$ cat src/rtl/stopwatch_pkg.sv
// Shared state encoding and width helpers for the lap stopwatch.
package stopwatch_pkg;

    typedef enum logic [1:0] {
        IDLE    = 2'd0,
        RUN     = 2'd1,
        PAUSE   = 2'd2,
        EXPIRED = 2'd3
    } sw_state_t;

    // Address/counter width for n values, never narrower than one bit.
    function automatic int width_of(input int n);
        return (n > 1) ? $clog2(n) : 1;
    endfunction

endpackage

$ cat src/rtl/tick_gen.sv
// Prescaler: one-cycle tick every CLK_HZ/TICK_HZ enabled clocks; phase holds while en is low.
module tick_gen
    import stopwatch_pkg::*;
#(
    parameter int CLK_HZ  = 100_000_000,
    parameter int TICK_HZ = 100
) (
    input  logic clk,
    input  logic rst,
    input  logic en,
    input  logic clr,
    output logic tick
);

    localparam int DIV = (CLK_HZ / TICK_HZ > 1) ? CLK_HZ / TICK_HZ : 1;
    localparam int PW  = width_of(DIV);
    localparam logic [PW-1:0] TC = PW'(DIV - 1);

    logic [PW-1:0] phase;

    assign tick = en && (phase == TC);

    always_ff @(posedge clk) begin
        if (rst || clr) begin
            phase <= '0;
        end else if (en) begin
            phase <= (phase == TC) ? '0 : phase + 1'b1;
        end
    end

endmodule

$ cat src/rtl/lap_stopwatch.sv
// Up/down stopwatch with optional lap memory (enabled by defining LAP_STOPWATCH_LAP_MEM_EN).
//   state   | meaning
//   IDLE    | cleared, mode follows the input, waiting for start
//   RUN     | counting on every prescaler tick
//   PAUSE   | count and prescaler phase frozen
//   EXPIRED | countdown reached zero, only clear/rst leave
module lap_stopwatch
    import stopwatch_pkg::*;
#(
    parameter int CLK_HZ  = 100_000_000,
    parameter int TICK_HZ = 100,
    parameter int MAX_CNT = 100_000_000,
    parameter int LAPS    = 4,
    localparam int CW  = width_of(MAX_CNT),
    localparam int LSW = width_of(LAPS),
    localparam int LCW = width_of(LAPS + 1)
) (
    input  logic           clk,
    input  logic           rst,
    input  logic           start_stop,
    input  logic           clear,
    input  logic           lap,
    input  logic           mode,
    input  logic [CW-1:0]  load_cnt,
    input  logic [LSW-1:0] lap_sel,
    output logic [CW-1:0]  count,
    output logic [CW-1:0]  lap_data,
    output logic [LCW-1:0] lap_count,
    output logic           running,
    output logic           expired,
    output logic           lap_full,
    output logic           wrap_pulse
);

    localparam logic [CW-1:0] CMAX = CW'(MAX_CNT - 1);

    sw_state_t     state;
    logic          mode_l;
    logic          tick;
    logic          tick_en;
    logic [CW-1:0] load_clamp;

    assign load_clamp = (load_cnt > CMAX) ? CMAX : load_cnt;
    // A stop pulse freezes the prescaler in the same cycle so no tick is lost across a pause.
    assign tick_en    = (state == RUN) && !clear && !start_stop;

    tick_gen #(
        .CLK_HZ (CLK_HZ),
        .TICK_HZ(TICK_HZ)
    ) u_tick_gen (
        .clk (clk),
        .rst (rst),
        .en  (tick_en),
        .clr (clear),
        .tick(tick)
    );

    always_ff @(posedge clk) begin
        if (rst) begin
            state      <= IDLE;
            count      <= '0;
            mode_l     <= 1'b0;
            running    <= 1'b0;
            expired    <= 1'b0;
            wrap_pulse <= 1'b0;
        end else begin
            wrap_pulse <= 1'b0;
            if (clear) begin
                state   <= IDLE;
                running <= 1'b0;
                expired <= 1'b0;
                mode_l  <= mode;
                count   <= mode ? load_clamp : '0;
            end else begin
                case (state)
                    IDLE: begin
                        mode_l <= mode;
                        if (start_stop && !(mode && (count == '0))) begin
                            state   <= RUN;
                            running <= 1'b1;
                        end
                    end
                    RUN: begin
                        if (start_stop) begin
                            state   <= PAUSE;
                            running <= 1'b0;
                        end else if (tick) begin
                            if (!mode_l) begin
                                if (count == CMAX) begin
                                    count      <= '0;
                                    wrap_pulse <= 1'b1;
                                end else begin
                                    count <= count + 1'b1;
                                end
                            end else if ((count == CW'(1)) || (count == '0)) begin
                                count   <= '0;
                                state   <= EXPIRED;
                                running <= 1'b0;
                                expired <= 1'b1;
                            end else begin
                                count <= count - 1'b1;
                            end
                        end
                    end
                    PAUSE: begin
                        if (start_stop) begin
                            state   <= RUN;
                            running <= 1'b1;
                        end
                    end
                    default: ;
                endcase
            end
        end
    end

`ifdef LAP_STOPWATCH_LAP_MEM_EN
    logic [CW-1:0] lap_mem [LAPS];

    always_ff @(posedge clk) begin
        if (rst || clear) begin
            for (int i = 0; i < LAPS; i++) lap_mem[i] <= '0;
            lap_count <= '0;
            lap_full  <= 1'b0;
        end else if (lap && ((state == RUN) || (state == PAUSE)) && !lap_full) begin
            lap_mem[lap_count[LSW-1:0]] <= count;
            lap_count <= lap_count + 1'b1;
            lap_full  <= (lap_count == LCW'(LAPS - 1));
        end
    end

    assign lap_data = (LCW'(lap_sel) < lap_count) ? lap_mem[lap_sel] : '0;
`else
    logic unused_lap;

    assign unused_lap = ^{lap, lap_sel};
    assign lap_data   = '0;
    assign lap_count  = '0;
    assign lap_full   = 1'b0;
`endif

endmodule

$ cat config.mk
export PLATFORM = sky130hd
export DESIGN_NAME = lap_stopwatch
export DESIGN_NICKNAME = d
export VERILOG_FILES = /design/src/rtl/stopwatch_pkg.sv /design/src/rtl/tick_gen.sv /design/src/rtl/lap_stopwatch.sv
export SDC_FILE = /design/constraint.sdc
export NUM_CORES = 1
export LEC_CHECK = 0
export ABC_AREA = 1
export CAP_MARGIN = 20
export CORE_MARGIN = 2
export CORE_UTILIZATION = 30
export DETAILED_ROUTE_END_ITERATION = 10
export PLACE_DENSITY = 0.53
export SYNTH_ARGS = -nofsm -noshare
export SYNTH_HDL_FRONTEND = slang
export SYNTH_HIERARCHICAL = 1
export SYNTH_SLANG_ARGS = --single-unit
$ cat constraint.sdc
create_clock -name clk -period 2.1 [get_ports clk]
set_input_delay 0.42 -clock clk [delete_from_list [all_inputs] [get_ports clk]]
set_output_delay 0.42 -clock clk [all_outputs]
set_load 0.1 [all_outputs]
==> impl.org, run 1 <==
** Timing
- Setup slack on the critical path of the routed design comes to 0.108 ns.
- Clock skew on the completed layout was measured at 0.00793 ns.
- Timing would allow up to 502 MHz.
- Fin crit share :: 0.948
- Setup violations remaining at the end of the flow were counted as 0.
- The worst path needs 1.99 ns of the cycle, external delays included.
- Setup repair after global routing left no endpoint under its margin.
- Max-slew violation count :: 0
- For the final routed database, the setup TNS stands at 0 ns.
- The count of final hold-check violations is 0.

** Logic synthesis
- Area share of the largest cell type after synthesis :: 0.194
- Warnings from Yosys :: 6
- Top cell types by occurrence after synthesis :: sky130_fd_sc_hd__nand2_1 (266), sky130_fd_sc_hd__inv_1 (123), sky130_fd_sc_hd__nor2_1 (118)
- Synthesized flop and latch total :: 53
- Counting every instance in the synthesized netlist gives 931.
- The share of the Yosys chip area taken by registers is 0.194.
- The synthesized design contains 0 enable-type register cells.
- For this run, asynchronously set or reset flops after synthesis account for 0.
- The cell area that synthesis handed to floorplanning was 5460 sq um.
- Ranked by total cell area, the synthesized netlist is headed by sky130_fd_sc_hd__dfxtp_1 (19%), sky130_fd_sc_hd__nand2_1 (18%), sky130_fd_sc_hd__inv_1 (8.5%), sky130_fd_sc_hd__nor2_1 (8.1%), sky130_fd_sc_hd__nand3_1 (7.1%).
- In the synthesized netlist the dominant register cell turns out to be sky130_fd_sc_hd__dfxtp_1.
- The largest total area in the synthesized netlist belongs to sky130_fd_sc_hd__dfxtp_1.
- sky130_fd_sc_hd__nand2_1 is the most common cell in the netlist.
- Number of distinct standard cells referenced by the synthesized netlist :: 43
- After synthesis, the mean cell area works out to 5.86 sq um.

** Floorplanning
- The initial utilization of the core area, before any placement, comes to 0.305.
- Vert. Die Dim :: 139 um
- I/O pin count :: 96
- Core ar. :: 17,900 sq um
- The floorplan step defined a die boundary enclosing 19,300 sq um.
- In this run the horizontal extent of the chip is 139 um.
- Cell Rows :: 49

** Place
- The congestion estimate from routability-driven global placement came to 0.920.
- Worst slack after detailed placement :: -0.244 ns
- Post-DP HPWL :: 13,600 um
- # port buffers :: 61

** Drt
- After detailed routing, the average wire length per cell comes to 13.9 um.
- In the routed design, unresolved DRC markers number 0.
- In this run, the number of DRC markers left after iteration 0 of detailed routing was 415.
- Summed over all layers, the routed wires come to 17,400 um.
- DR pass1 iterations :: 5
- The final route contains 5,762 vias.
- The count of nets left with antenna violations once routing finished came out at 0.
- Vias per cell :: 4.60

** Critical path
- Critical path class :: in -> reg
- End point of the critical path :: count[14]
- STA classifies the critical path startpoint as an input port.
- The critical path starts at clear.
- Reg-to-reg critical path endpoint :: count[14]
- Worst endpoint data arrival time :: 2.20 ns
- Slack of the worst reg-to-reg path :: 0.12 ns
- In this run the critical register-to-register path is launched from state[1].
- STA classifies the critical path endpoint as a register.
- In this run the worst path has a maximum fanout of 8.
- Required time worst endpoint :: 2.31 ns
- Counting cells, the worst reg-to-reg path comes to 17.

** Hold path
- Class of the most critical hold timing path :: reg -> reg

** Cells and area
- After filler insertion, the fill cell instance count of the layout stands at 2,004.
- The number of antenna diodes in the final layout is 0.
- Net total in the final layout :: 1,065
- Proportion of layout cells with a drive suffix above 1 :: 0.213
- Area Growth Syn to Fin :: 24.1%

** Global route
- In the global route stage, met3 resource usage came out at 0.0218.
- The number of antenna violations at the first check in global routing was 0.
- First-pass GRT wire length :: 27,200 um
- In the global route stage, met2 resource usage came out at 0.287.
- GR Overflow Total :: 0
- Entering global routing, the biggest net connects 35 pins.
- For this run, the total global-route usage over all layers was measured as 0.173.
- Layer carrying the most global-route usage :: met2
- The number of global-route vias before repair was 5,297.
- Grt met1 use :: 0.233

** Clock tree
- In this run the deepest clock path goes through 2 buffers.
- Counting every sink on the clock net gives 53.
- Clock insertion delay at the later pin of the skew report :: 0.31 ns
- Counting the buffers created by CTS gives 5.
- # H-tree levels :: 2
- Hold repair after CTS inserted 0 buffers.
- CTS tree :: yes
- The tree is rooted in a sky130_fd_sc_hd__clkbuf_16.
- Clock Pin Slew Worst Setup and Hold Paths :: 0.08 ns

** Power and ir drop
- Pleak :: 3.22 nW
- Ratio of total power to cell area :: 510 nW/um^2
- Post-layout total power :: 0.00345 W
- Across the VDD grid, the largest voltage drop is 344 uV.

** Flow run
- Max-cap violations in this run came to 0.

** Run status
- The flow ran to the end, and the final reports show no timing, DRC or antenna violations.
==> stage by stage <==
stage               hold WS, ns  cell area, sq um  cells   util
floorplan                 0.454              5610    961      -
global placement          0.475              6450   1240  0.361
detailed placement        0.478              6450   1240  0.361
CTS                       0.492              6610   1248  0.369
global route              0.523              6770   1253  0.378
finish                    0.488              6770   1253  0.378
==> registers in the layout, indices dropped and copies added (netlist names) <==
name / flops
count: 27
u_tick_gen/phase: 20
state: 2
expired: 1
mode_l: 1
running: 1
wrap_pulse: 1
==> worst max-delay path, cell delays in order <==
cell                              delay (ns)
sky130_fd_sc_hd__clkdlybuf4s50_1        0.52
sky130_fd_sc_hd__nor3_4                 0.05
sky130_fd_sc_hd__nand2_1                0.07
sky130_fd_sc_hd__nor3_2                 0.04
sky130_fd_sc_hd__nand3_1                0.11
sky130_fd_sc_hd__inv_2                  0.05
sky130_fd_sc_hd__nand3_2                0.08
sky130_fd_sc_hd__inv_2                  0.05
sky130_fd_sc_hd__nor2_4                 0.17
sky130_fd_sc_hd__clkinv_4               0.14
sky130_fd_sc_hd__clkbuf_16              0.19
sky130_fd_sc_hd__o21ai_0                0.14
sky130_fd_sc_hd__inv_1                  0.06
sky130_fd_sc_hd__nand2_1                0.06
sky130_fd_sc_hd__inv_1                  0.03
==> kinds of logic (layout without fill, tap and decap cells) <==
logic type                 after synthesis  after routing  synth area share
AOI/OAI and AO/OA                       91             91            0.0947
xor gates and xnor gates                29             29            0.0465
adders and majority gates                7              7            0.0161
buffers and inverters                  191            254             0.171
DFF                                     53             53             0.194
muxes                                    1              1           0.00183
other                                    1             31          0.000687
and+or+nand+nor                        558            558             0.474
==> worst min-delay path by stage <==
| stage | start | slack, ns | cells past startpoint | endpoint |
|---|---|---|---|---|
| global placement | u_tick_gen/phase[0] | 0.47 | 2 | u_tick_gen/phase[0] |
| detailed placement | u_tick_gen/phase[0] | 0.48 | 2 | u_tick_gen/phase[0] |
| floorplan | u_tick_gen/phase[0] | 0.45 | 2 | u_tick_gen/phase[0] |
| global route | running | 0.52 | 2 | running |
| finish | u_tick_gen/phase[0] | 0.49 | 2 | u_tick_gen/phase[0] |
| CTS | u_tick_gen/phase[0] | 0.49 | 2 | u_tick_gen/phase[0] |
==> power by group <==
group | switching, W | internal (W)
clock | 0.000428 | 0.000452
sequential | 0.000104 | 0.00105
combinational | 0.00102 | 0.000399
==> metal layers <==
layer | part of all wire | vias up
met5 | 0 | -
met4 | 0.020 | 0
met3 | 0.041 | 17
met2 | 0.47 | 146
met1 | 0.47 | 2578
li1 | - | 3021
==> final cells by class <==
cell class	count	area (sq um)	area share
flip-flops and latches	53	1090	0.161
clock buffers	5	125	0.0185
clock inverters	3	25.0	0.00370
well taps	229	287	0.0423
repair buffers	119	1120	0.165
multi-input cells	717	3640	0.538
inverters	127	484	0.0715
==> cell usage in the layout (no fill, tap or decap), types with 23 or more instances in the layout <==
master	n
sky130_fd_sc_hd__a21oi_1	23
sky130_fd_sc_hd__buf_4	77
sky130_fd_sc_hd__clkdlybuf4s50_1	30
sky130_fd_sc_hd__conb_1	31
sky130_fd_sc_hd__dfxtp_1	28
sky130_fd_sc_hd__dfxtp_2	25
sky130_fd_sc_hd__inv_1	119
sky130_fd_sc_hd__nand2_1	266
sky130_fd_sc_hd__nand3_1	75
sky130_fd_sc_hd__nor2_1	117
sky130_fd_sc_hd__o21ai_0	35
==> what timing repair did <==
action / in CTS / in global routing
gates resized for setup: 0 / 27
setup buffers: 0 / 1
setup endpoints to repair: 0 / 29
Note: power is estimated with default switching activity, not from simulation.
==> inputs of run 2 (changes only) <==
CORE_ASPECT_RATIO = 0.7   (was default)
==> run 2 against run 1 <==
Die area is essentially flat. Sequential power is essentially flat. Via count grew 0.80%. Worst setup slack gained 0.022 ns. Worst hold slack lost 0.0028 ns. Critical path depth shrank 5. Flip-flop and latch count is the same. Clock-buffer cell count is the same. Maximum frequency grew 1.1%. Register-to-register slack is essentially flat. Critical path type is now reg -> reg. Largest cell class unchanged. Highest routed layer unchanged.
==> impl.org, run 2 (synthesis gave the netlist of run 1 again) <==
** Clock tree
- Num Clock Sinks :: 53
- Clock tree synthesis selected as its root buffer the cell sky130_fd_sc_hd__clkbuf_16.
- TritonCTS created 5 clock buffers.
- CTS tree :: yes
- Clock-pin slew was measured on the worst setup and hold paths at 0.08 ns.
- The clock passes through at most 2 buffers.
- Hold Buf Count CTS :: 0
- The clock tree synthesis step divided the H-tree into 2 levels.
- Clock insertion delay at the later pin of the skew report :: 0.30 ns

** Timing
- Highest clock rate :: 508 MHz
- Setup violators final :: 0
- Of the available clock period, the critical path in the final layout requires 0.938.
- For the finished layout, the period the worst path requires is 1.97 ns.
- Worst clock skew :: 0.00911 ns
- Across all setup checks in the final design, the least slack found is 0.131 ns.
- The tightest hold path in the finished design has a slack of 0.486 ns.
- Max-slew violation count :: 0
- Number of hold-slack violations in the final timing report :: 0
- Summed over all failing endpoints, the final setup total negative slack is 0 ns.

** Cells and area
- Most used cells in the layout excluding fill and tap cells :: sky130_fd_sc_hd__nand2_1 (263), sky130_fd_sc_hd__inv_1 (119), sky130_fd_sc_hd__nor2_1 (118)
- Measured on the finished design, the core utilization comes to 0.383.
- Proportion of layout cells with a drive suffix above 1 :: 0.220
- Number of filler cells placed in the layout :: 1,941
- Area Growth Syn to Fin :: 25.8%
- count holds more flip-flops than any other register.
- The largest registers in the layout are count (27), u_tick_gen/phase (20), state (2).
- For this run, the post-layout net count is 1,076.
- The number of antenna diodes in the final layout is 0.
- Most frequent standard cell in the layout excluding fill and tap cells :: sky130_fd_sc_hd__nand2_1
- Flip-flop count of the largest register, all copies and words added :: 27

** Critical path
- The critical path goes through inv_1, ha_1, nand3_1, nor2_4, nand2_1, xor2_1, nand2_2, nand3_1, nand2_1, a21oi_1.
- STA classifies the critical path startpoint as a register.
- Largest fanout on the critical path :: 5
- Critical Path Slowest Stage Cell :: sky130_fd_sc_hd__dfxtp_4
- At the worst endpoint, the arrival time is 2.20 ns.
- STA classifies the critical path endpoint as a register.
- Origin of the worst setup path :: count[1]
- Slack of the worst reg-to-reg path :: 0.13 ns
- The worst register-to-register path begins at count[1].
- The endpoint identified for the worst register-to-register timing path is count[12].
- Critical path class :: reg -> reg
- In this design, the stage delay of the slowest critical-path cell is 0.38 ns.
- Measured in cells, the most critical reg-to-reg path has a length of 10.
- Required time worst endpoint :: 2.33 ns

** Floorplanning
- Row generation in the floorplan step produced 41 rows.
- The total area inside the core boundary comes to 17,900 sq um.
- Die width :: 165 um
- I/O pin count :: 96
- The floorplan step defined a die boundary enclosing 19,300 sq um.
- Vert. Die Dim :: 117 um
- Initial standard-cell utilization of the core :: 0.305

** Drt
- After detailed routing, the number of vias per cell comes to 4.57.
- For this block, the routed nets add up to 17,800 um of wire.
- The pre-antenna-repair detailed-routing pass consisted of 5 iterations.
- For this run, design rule violations remaining after detail routing come to 0.
- In this run the remaining antenna-violating nets after routing total 0.
- After detailed routing, the average wire length per cell comes to 14.0 um.
- Count of routing violations after the opening detailed-route iteration :: 375
- Routed via count :: 5,808

** Place
- Timing analysis after detailed placement gives a worst setup slack of -0.269 ns.
- # port buffers :: 61
- Detailed placement finished with a half-perimeter wire length of 14,100 um.
- GP Congestion :: 0.917

** Power and ir drop
- In this run the power density over the cells is 509 nW/um^2.
- Peak ir drop on the vdd network :: 307 uV
- Pleak :: 3.27 nW

** Hold path
- Min-Delay Startpoint :: u_tick_gen/phase[0]
- Worst Hold Depth :: 2
- The min-delay analysis places its worst path in the category reg -> reg.
- The worst hold path terminates at u_tick_gen/phase[0].

** Global route
- Tot GR Track Use :: 0.183
- Maximum number of pins on one net before global-route repair :: 35
- The number of global-route vias before repair is 5,052.
- Antenna violations before repair :: 0
- After global routing the overflow that remains totals 0.
- The first global-routing pass estimated 27,500 um of wire.

** Run status
- Outcome :: completed

** Flow run
- The tool flagged a number of max-cap violations equal to 0.
==> run 2: critical path: cells and delay by family, from the launching register on <==
family	cells	cell delay, ns
simple gates	6	0.78
xor+xnor	1	0.21
compound gates	1	0.12
flops	1	0.38
buf+inv	1	0.12
fa+ha+maj	1	0.28
==> run 2: how the worst max path moves through the flow <==
stage	slack (ns)	end	cells after the start
6_report	0.13	count[12]	10
5_1_grt	-0.03	count[4]	17
4_1_cts	0.02	count[21]	15
3_5_place_dp	-0.27	count[21]	12
3_3_place_gp	-0.19	count[4]	15
2_1_floorplan	0.01	count[25]	11
==> run 2: area by class of cell <==
type                            count  area (sq um)  area share
Clock buffer                        5           125      0.0182
Timing Repair Buffer              130          1190       0.173
Sequential cell                    53          1100       0.160
Clock inverter                      3          28.8     0.00419
Inverter                          127           482      0.0702
Tap cell                          236           295      0.0430
Multi-Input combinational cell    717          3650       0.532
==> run 2: repair_timing <==
| item | 4_1_cts | 5_1_grt |
|---|---|---|
| setup endpoints to repair | 0 | 30 |
| gates resized for setup | 0 | 28 |
| buffers inserted | 0 | 3 |
==> run 2: metal layers <==
layer | part of all wire | up-vias | global-route usage
li1 | - | 3046 | -
met1 | 0.57 | 2548 | 0.314
met2 | 0.36 | 205 | 0.238
met3 | 0.060 | 9 | 0.0162
met4 | 0.0072 | 0 | 0.0319
met5 | 0 | - | 0
==> run 2: per-stage QoR <==
| stage | instances | power (W) | cell area, sq um |
|---|---|---|---|
| 6_report | 1271 | 0.00349 | 6860 |
| 5_1_grt | 1271 | 0.00366 | 6860 |
| 4_1_cts | 1265 | 0.00347 | 6690 |
| 3_5_place_dp | 1257 | 0.00258 | 6540 |
| 3_3_place_gp | 1257 | 0.00258 | 6540 |
| 2_1_floorplan | 961 | 0.00223 | 5610 |
==> run 2: power by group <==
| group | internal, W | leakage [nW] | switching, W | total [W] |
|---|---|---|---|---|
| sequential | 0.00105 | 0.442 | 0.000118 | 0.00117 |
| clock | 0.000458 | 0.0763 | 0.000424 | 0.000882 |
| combinational | 0.000409 | 2.75 | 0.00103 | 0.00144 |
| total | 0.00192 | 3.27 | 0.00157 | 0.00349 |
==> inputs of run 3 (changes only) <==
SKIP_CTS_REPAIR_TIMING = 1   (was default)
==> results of run 3 <==
Final layout, timing and power as in run 2 (identical DEF).
